--- src/rtl/mr_wb_arb_pkg.sv ---
// Shared definitions for the mr_wb_arb memory-side arbiter slice.
// Holds the data-path widths, the arbiter FSM state enum and the memory
// operation / size typedefs used by neighbouring load/store logic.
package mr_wb_arb_pkg;

    // Machine word width and the number of byte-offset bits dropped from
    // Wishbone word addresses.
    localparam int XLEN      = 32;
    localparam int XLEN_GRAN = $clog2(XLEN / 8);

    // Arbiter FSM states; encodings are stable so debug probes can decode them.
    typedef enum logic [1:0] {
        IDLE = 2'd0,
        GNT0 = 2'd1,
        GNT1 = 2'd2
    } e_arbst;

    // Memory operation kinds issued by the pipeline masters.
    typedef enum logic [1:0] {
        MEMOP_FETCH = 2'd0,
        MEMOP_LOAD  = 2'd1,
        MEMOP_STORE = 2'd2,
        MEMOP_AMO   = 2'd3
    } e_memops;

    // Access sizes.
    typedef enum logic [1:0] {
        MEMSZ_B = 2'd0,
        MEMSZ_H = 2'd1,
        MEMSZ_W = 2'd2,
        MEMSZ_D = 2'd3
    } e_memsz;

    // Byte-lane select pattern for an aligned access of the given size.
    function automatic logic [XLEN/8-1:0] memsz_to_sel(input e_memsz sz);
        logic [XLEN/8-1:0] sel;
        sel = '0;
        case (sz)
            MEMSZ_B: sel = (XLEN/8)'(4'b0001);
            MEMSZ_H: sel = (XLEN/8)'(4'b0011);
            default: sel = '1;
        endcase
        return sel;
    endfunction

endpackage

--- src/rtl/mr_wb_arb_outst_cnt.sv ---
// Outstanding-transfer counter for the Wishbone pipelined arbiter.
// Counts slave transfers accepted but not yet acknowledged; inc and dec in
// the same cycle cancel, dec while empty is ignored, clr wins over both.
module mr_outst_cnt
    import mr_wb_arb_pkg::*;
#(
    parameter int MAX_OUTST = 4
) (
    input  logic                         clk,
    input  logic                         rst,
    input  logic                         inc,
    input  logic                         dec,
    input  logic                         clr,
    output logic                         full,
    output logic                         empty,
    output logic [$clog2(MAX_OUTST):0]   count
);

    localparam int CW = $clog2(MAX_OUTST) + 1;
    localparam logic [CW-1:0] MAX_C = CW'(MAX_OUTST);

    logic [CW-1:0] cnt_q;
    logic [CW-1:0] cnt_d;
    logic          inc_eff;
    logic          dec_eff;

    // Next count: abort clears, otherwise net of accepted and retired transfers.
    always_comb begin
        cnt_d   = cnt_q;
        inc_eff = inc && (cnt_q != MAX_C);
        dec_eff = dec && (cnt_q != '0);
        if (clr) begin
            cnt_d = '0;
        end else if (inc_eff && !dec_eff) begin
            cnt_d = cnt_q + 1'b1;
        end else if (dec_eff && !inc_eff) begin
            cnt_d = cnt_q - 1'b1;
        end
    end

    // Count register, cleared asynchronously so reset drops in-flight transfers.
    always_ff @(posedge clk or posedge rst) begin
        if (rst) begin
            cnt_q <= '0;
        end else begin
            cnt_q <= cnt_d;
        end
    end

    assign full  = (cnt_q == MAX_C);
    assign empty = (cnt_q == '0);
    assign count = cnt_q;

endmodule

--- src/rtl/mr_wb_arb.sv ---
// Wishbone B4 pipelined 2:1 arbiter: m0 = instruction fetch, m1 = load/store.
// Build option: define MR_WB_ARB_RR_EN for round-robin on simultaneous
// requests; without it the load/store master (m1) always wins contention.
//
// Handshake: a request transfers on a cycle where stb is high and stall is
// low (s_stb_o && !s_stall_i on the slave side, mN_stb_i && !mN_stall_o on
// the master side); each transfer is retired by exactly one ack or err pulse.
// At most MAX_OUTST transfers may be accepted but unretired; beyond that the
// granted master is stalled. Dropping cyc aborts the cycle and forgets any
// transfers still outstanding, so late acks are swallowed.
module mr_wb_arb
    import mr_wb_arb_pkg::*;
#(
    parameter int MAX_OUTST = 4
) (
    input  logic                        clk,
    input  logic                        rst,

    // master 0: instruction fetch
    input  logic [XLEN-XLEN_GRAN-1:0]   m0_adr_i,
    input  logic [XLEN-1:0]             m0_dat_i,
    output logic [XLEN-1:0]             m0_dat_o,
    input  logic                        m0_we_i,
    input  logic [XLEN/8-1:0]           m0_sel_i,
    input  logic                        m0_stb_i,
    input  logic                        m0_cyc_i,
    output logic                        m0_ack_o,
    output logic                        m0_err_o,
    output logic                        m0_stall_o,

    // master 1: load/store
    input  logic [XLEN-XLEN_GRAN-1:0]   m1_adr_i,
    input  logic [XLEN-1:0]             m1_dat_i,
    output logic [XLEN-1:0]             m1_dat_o,
    input  logic                        m1_we_i,
    input  logic [XLEN/8-1:0]           m1_sel_i,
    input  logic                        m1_stb_i,
    input  logic                        m1_cyc_i,
    output logic                        m1_ack_o,
    output logic                        m1_err_o,
    output logic                        m1_stall_o,

    // shared slave
    output logic [XLEN-XLEN_GRAN-1:0]   s_adr_o,
    output logic [XLEN-1:0]             s_dat_o,
    input  logic [XLEN-1:0]             s_dat_i,
    output logic                        s_we_o,
    output logic [XLEN/8-1:0]           s_sel_o,
    output logic                        s_stb_o,
    output logic                        s_cyc_o,
    input  logic                        s_ack_i,
    input  logic                        s_err_i,
    input  logic                        s_stall_i,

    // debug visibility of the FSM and outstanding count
    output logic [1:0]                  dbg_state_o,
    output logic [$clog2(MAX_OUTST):0]  dbg_count_o
);

    e_arbst state_q;
    e_arbst state_d;

    logic   cnt_inc;
    logic   cnt_dec;
    logic   cnt_clr;
    logic   cnt_full;
    logic   cnt_empty;
    logic [$clog2(MAX_OUTST):0] cnt_val;

`ifdef MR_WB_ARB_RR_EN
    // 0 = m0 was granted most recently, 1 = m1; reset value hands m0 the
    // first contended grant.
    logic last_gnt_q;
    logic last_gnt_d;
`endif

    // Next-state: grant from IDLE, hold while granted cyc is high, hand over on release.
    always_comb begin
        state_d = state_q;
        cnt_clr = 1'b0;
        case (state_q)
            IDLE: begin
                if (m0_cyc_i && m1_cyc_i) begin
`ifdef MR_WB_ARB_RR_EN
                    state_d = last_gnt_q ? GNT0 : GNT1;
`else
                    state_d = GNT1;
`endif
                end else if (m0_cyc_i) begin
                    state_d = GNT0;
                end else if (m1_cyc_i) begin
                    state_d = GNT1;
                end
            end
            GNT0: begin
                if (!m0_cyc_i) begin
                    cnt_clr = 1'b1;
                    state_d = m1_cyc_i ? GNT1 : IDLE;
                end
            end
            GNT1: begin
                if (!m1_cyc_i) begin
                    cnt_clr = 1'b1;
                    state_d = m0_cyc_i ? GNT0 : IDLE;
                end
            end
            default: begin
                state_d = IDLE;
            end
        endcase
    end

    // FSM state register.
    always_ff @(posedge clk or posedge rst) begin
        if (rst) begin
            state_q <= IDLE;
        end else begin
            state_q <= state_d;
        end
    end

`ifdef MR_WB_ARB_RR_EN
    // Remember which master was granted last, updated on every grant entry.
    always_comb begin
        last_gnt_d = last_gnt_q;
        if (state_d == GNT0 && state_q != GNT0) begin
            last_gnt_d = 1'b0;
        end else if (state_d == GNT1 && state_q != GNT1) begin
            last_gnt_d = 1'b1;
        end
    end

    // Last-grant register.
    always_ff @(posedge clk or posedge rst) begin
        if (rst) begin
            last_gnt_q <= 1'b1;
        end else begin
            last_gnt_q <= last_gnt_d;
        end
    end
`endif

    // Slave-side mux and master-side response routing for the current grant.
    always_comb begin
        s_adr_o    = '0;
        s_dat_o    = '0;
        s_we_o     = 1'b0;
        s_sel_o    = '0;
        s_stb_o    = 1'b0;
        s_cyc_o    = 1'b0;
        m0_ack_o   = 1'b0;
        m0_err_o   = 1'b0;
        m0_stall_o = 1'b1;
        m1_ack_o   = 1'b0;
        m1_err_o   = 1'b0;
        m1_stall_o = 1'b1;
        case (state_q)
            GNT0: begin
                s_adr_o    = m0_adr_i;
                s_dat_o    = m0_dat_i;
                s_we_o     = m0_we_i;
                s_sel_o    = m0_sel_i;
                s_cyc_o    = m0_cyc_i;
                s_stb_o    = m0_stb_i && !cnt_full;
                m0_stall_o = s_stall_i || cnt_full;
                m0_ack_o   = s_ack_i && !cnt_empty;
                m0_err_o   = s_err_i && !cnt_empty;
            end
            GNT1: begin
                s_adr_o    = m1_adr_i;
                s_dat_o    = m1_dat_i;
                s_we_o     = m1_we_i;
                s_sel_o    = m1_sel_i;
                s_cyc_o    = m1_cyc_i;
                s_stb_o    = m1_stb_i && !cnt_full;
                m1_stall_o = s_stall_i || cnt_full;
                m1_ack_o   = s_ack_i && !cnt_empty;
                m1_err_o   = s_err_i && !cnt_empty;
            end
            default: begin
            end
        endcase
    end

    // Read data is broadcast; only the granted master sees an ack qualify it.
    assign m0_dat_o = s_dat_i;
    assign m1_dat_o = s_dat_i;

    assign cnt_inc = s_stb_o && !s_stall_i;
    assign cnt_dec = s_ack_i || s_err_i;

    mr_outst_cnt #(
        .MAX_OUTST (MAX_OUTST)
    ) u_outst_cnt (
        .clk   (clk),
        .rst   (rst),
        .inc   (cnt_inc),
        .dec   (cnt_dec),
        .clr   (cnt_clr),
        .full  (cnt_full),
        .empty (cnt_empty),
        .count (cnt_val)
    );

    assign dbg_state_o = state_q;
    assign dbg_count_o = cnt_val;

endmodule
--- config.mk ---
export PLATFORM = sky130hd
export DESIGN_NAME = mr_wb_arb
export DESIGN_NICKNAME = d
export VERILOG_FILES = /design/src/rtl/mr_wb_arb_pkg.sv /design/src/rtl/mr_wb_arb_outst_cnt.sv /design/src/rtl/mr_wb_arb.sv
export SDC_FILE = /design/constraint.sdc
export NUM_CORES = 1
export LEC_CHECK = 0
export CORE_AREA = 8 8 119 121
export DETAILED_ROUTE_END_ITERATION = 10
export DIE_AREA = 0 0 127 129
export MAX_ROUTING_LAYER = met4
export SLEW_MARGIN = 10
export SYNTH_ARGS = -nofsm -noshare
export SYNTH_HDL_FRONTEND = slang
export SYNTH_SLANG_ARGS = --single-unit
--- constraint.sdc ---
create_clock -name clk -period 4.94 [get_ports clk]
set_input_delay 0.988 -clock clk [delete_from_list [all_inputs] [get_ports clk]]
set_output_delay 0.988 -clock clk [all_outputs]
set_load 0.02 [all_outputs]
==> out/metrics.yaml <==
r2r_end: "u_outst_cnt.count[2]$_DFFE_PP0P_"
ys_warn_count: 0
rrSetupSlack_ps: 2030
ff2ff_path_depth: 9
dr.pass1.iters: 4
core_area_um2: 12300
ys_types: 28
synthAdderAreaFrac_pct: 4.55
hp-start: "dbg_state_o[0]$_DFFE_PP0P_"
cts.sink_count: 5
pin_count: 319
routed_wl_um: 10100
yosysTopAreaCell: "a22oi_1"
synth_edf_count: 0
synth-seq-cells: 5
critPathArrivalTime_ps: 2960
die_w_um: 127
synth_top_cell_area_share_pct: 28.1
syn_inst: 276
die_area_um2: 16400
finalSetupTns_ps: 0
grt_max_degree: 71
synthMuxAreaShare_pct: 2.76
min_path_cells: 2
drc_errors: 0
max-cap-violations: 0
peakVddDrop_mv: 0.350
fin_worst_skew_ps: 0.963
wirelength_met1_um: 4040
grt_pass1_vias: 2611
ys.flop_type: "dfrtp_1"
dp_hpwl_um: 8300
synth_area_leaders: "a22oi_1 (28%), buf_4 (26%), nor2_1 (15%)"
relSlewSlack_pct: 21.1
status: "completed"
synth_nets: 457
crit_path_end_kind: "primary output"
hold_end: "dbg_state_o[0]$_DFFE_PP0P_"
fin_cells: 569
p_per_area_nw_per_um2: 450
wl_met3_um: 920
cts_made_buffers: 3
wl_per_cell_um: 17.8
track_usage_pct: 11.3
clk_pin_slew_ps: 30
cts_root_buf: "clkbuf_16"
rsz0062_at_grt: "no"
routed.top_layer: "met4"
fillers: 1318
cp.required_ps: 3950
hold_class: "flip-flop to flip-flop"
async_reset_ff_share_pct: 100
crit_type: "flip-flop to primary output"
synth_compound_gate_area_share_pct: 32.7
drv_slew: 0
syn2layout_area_growth_pct: 107
start_util_pct: 14.7
post_cts_buffers: 0
fmax_mhz: 253
holdBufCountCts: 0
critPathMaxFanout: 48
p_leak_nw: 1.32
grt_overflow: 0
antenna_found_initial: 1
port_buffers: 222
drtIter0Drc: 130
gp_congestion: 0.816
r2r-start: "dbg_state_o[0]$_DFFE_PP0P_"
clockBufferDepth: 2
cts_htree_levels: 1
wl_met2_um: 4820
min_period_ps: 3950
startpoint_type: "flip-flop"
ys_seq_area_share_pct: 6.89
vias_per_cell: 4.45
cts_tree: "built"
clock_latency_ps: 220
synthesis.area_um2: 1820
drive_above_1_share_pct: 2.39
synth_top_family_by_area: "compound AO/OA/AOI/OAI gates"
hold_viol: 0
floorplan.rows: 41
dp_cells: 564
die_h_um: 129
synth-simple-area-share_pct: 20.5
p_total_mw: 1.69
synthXorXnorAreaFrac_pct: 0.482
final.period_utilization_pct: 79.9
ctsResizeCount: 0
worst_pin_slew_ps: 1180
vias: 2534
final_nets: 600
syn_avg_cell_area_um2: 6.58
final_antenna_net_count: 0
finalSetupViolCount: 0
grt_pass1_wl_um: 14700
-- metrics by stage --
stage          setup slack (ps)  cell area (µm²)  hold slack [ps]  utilization, %
2_1_floorplan              2150             1820              640               -
3_3_place_gp               1330             3680              590            29.9
3_5_place_dp               1250             3680              580            29.9
4_1_cts                     999             3760              599            30.5
5_1_grt                     824             3760              648            30.6
6_report                    995             3760              607            30.6
-- how the worst max path moves through the flow --
stage,from,to,slack (ps),depth (start not counted)
6_report,dbg_state_o[1]$_DFFE_PP0P_,s_dat_o[8],990,6
5_1_grt,dbg_state_o[1]$_DFFE_PP0P_,s_dat_o[2],820,6
4_1_cts,dbg_state_o[1]$_DFFE_PP0P_,s_dat_o[8],1000,6
3_5_place_dp,dbg_state_o[1]$_DFFE_PP0P_,s_dat_o[2],1250,6
3_3_place_gp,dbg_state_o[1]$_DFFE_PP0P_,s_dat_o[8],1330,6
2_1_floorplan,dbg_state_o[0]$_DFFE_PP0P_,s_adr_o[17],2150,6
-- report_power, final --
group          switching, mW  internal, mW  total (mW)
logic                  0.828         0.636        1.46
registers             0.0373        0.0620      0.0993
clock network         0.0237         0.107       0.130
total                  0.889         0.804        1.69
-- metal layers --
layer | track usage, % | up-vias
li1 | - | 1189
met1 | 13.1 | 1158
met2 | 18.6 | 154
met3 | 2.61 | 33
met4 | 4.76 | 0
met5 | - | -
-- critical path: stages (launching register included) --
cell and delay [ps]:
dfrtp_1 430, inv_1 110, ha_2 820, buf_4 430
a22oi_1 110, nor2_1 160, clkdlybuf4s50_1 650
-- kinds of logic after synthesis --
kind of cell               Yosys count
AOI/OAI and AO/OA                   77
xor gates and xnor gates             1
adders and majority gates            6
buffers and inverters               91
DFF                                  5
muxes                                5
and+or+nand+nor                     91
-- cell type report --
class,instances,area (µm²),area share [%]
timing repair buffer,224,2240,59.4
multi-input combinational,180,1110,29.6
tap,150,188,4.99
sequential,5,125,3.32
clock buffer,4,78.8,2.09
inverter,5,18.8,0.499
antenna,1,2.50,0.0665
-- cells in the mapped netlist (2+ instances only) --
master / count
a22oi_1: 68
and3_1: 4
buf_1: 5
buf_4: 64
clkbuf_1: 17
dfrtp_1: 5
ha_1: 5
inv_1: 4
mux2i_1: 5
nand2_1: 8
nand2b_1: 2
nor2_1: 72
nor2b_1: 2
-- state kept, by name (all words and copies together) (netlist names) --
register and count:
u_outst_cnt.count 3, dbg_state_o 2
-- cells in the final DEF (no fill, tap or decap), drive strengths merged, types with 2 or more instances in the layout --
cell	count
nor2	72
buf	2
clkdlybuf4s50	222
mux2i	5
and3	4
clkbuf	4
a22oi	68
nor2b	2
o21ai	2
ha	5
dfrtp	5
nand2b	2
inv	5
nand2	8
No activity file was read; power rests on OpenSTA's default activity.
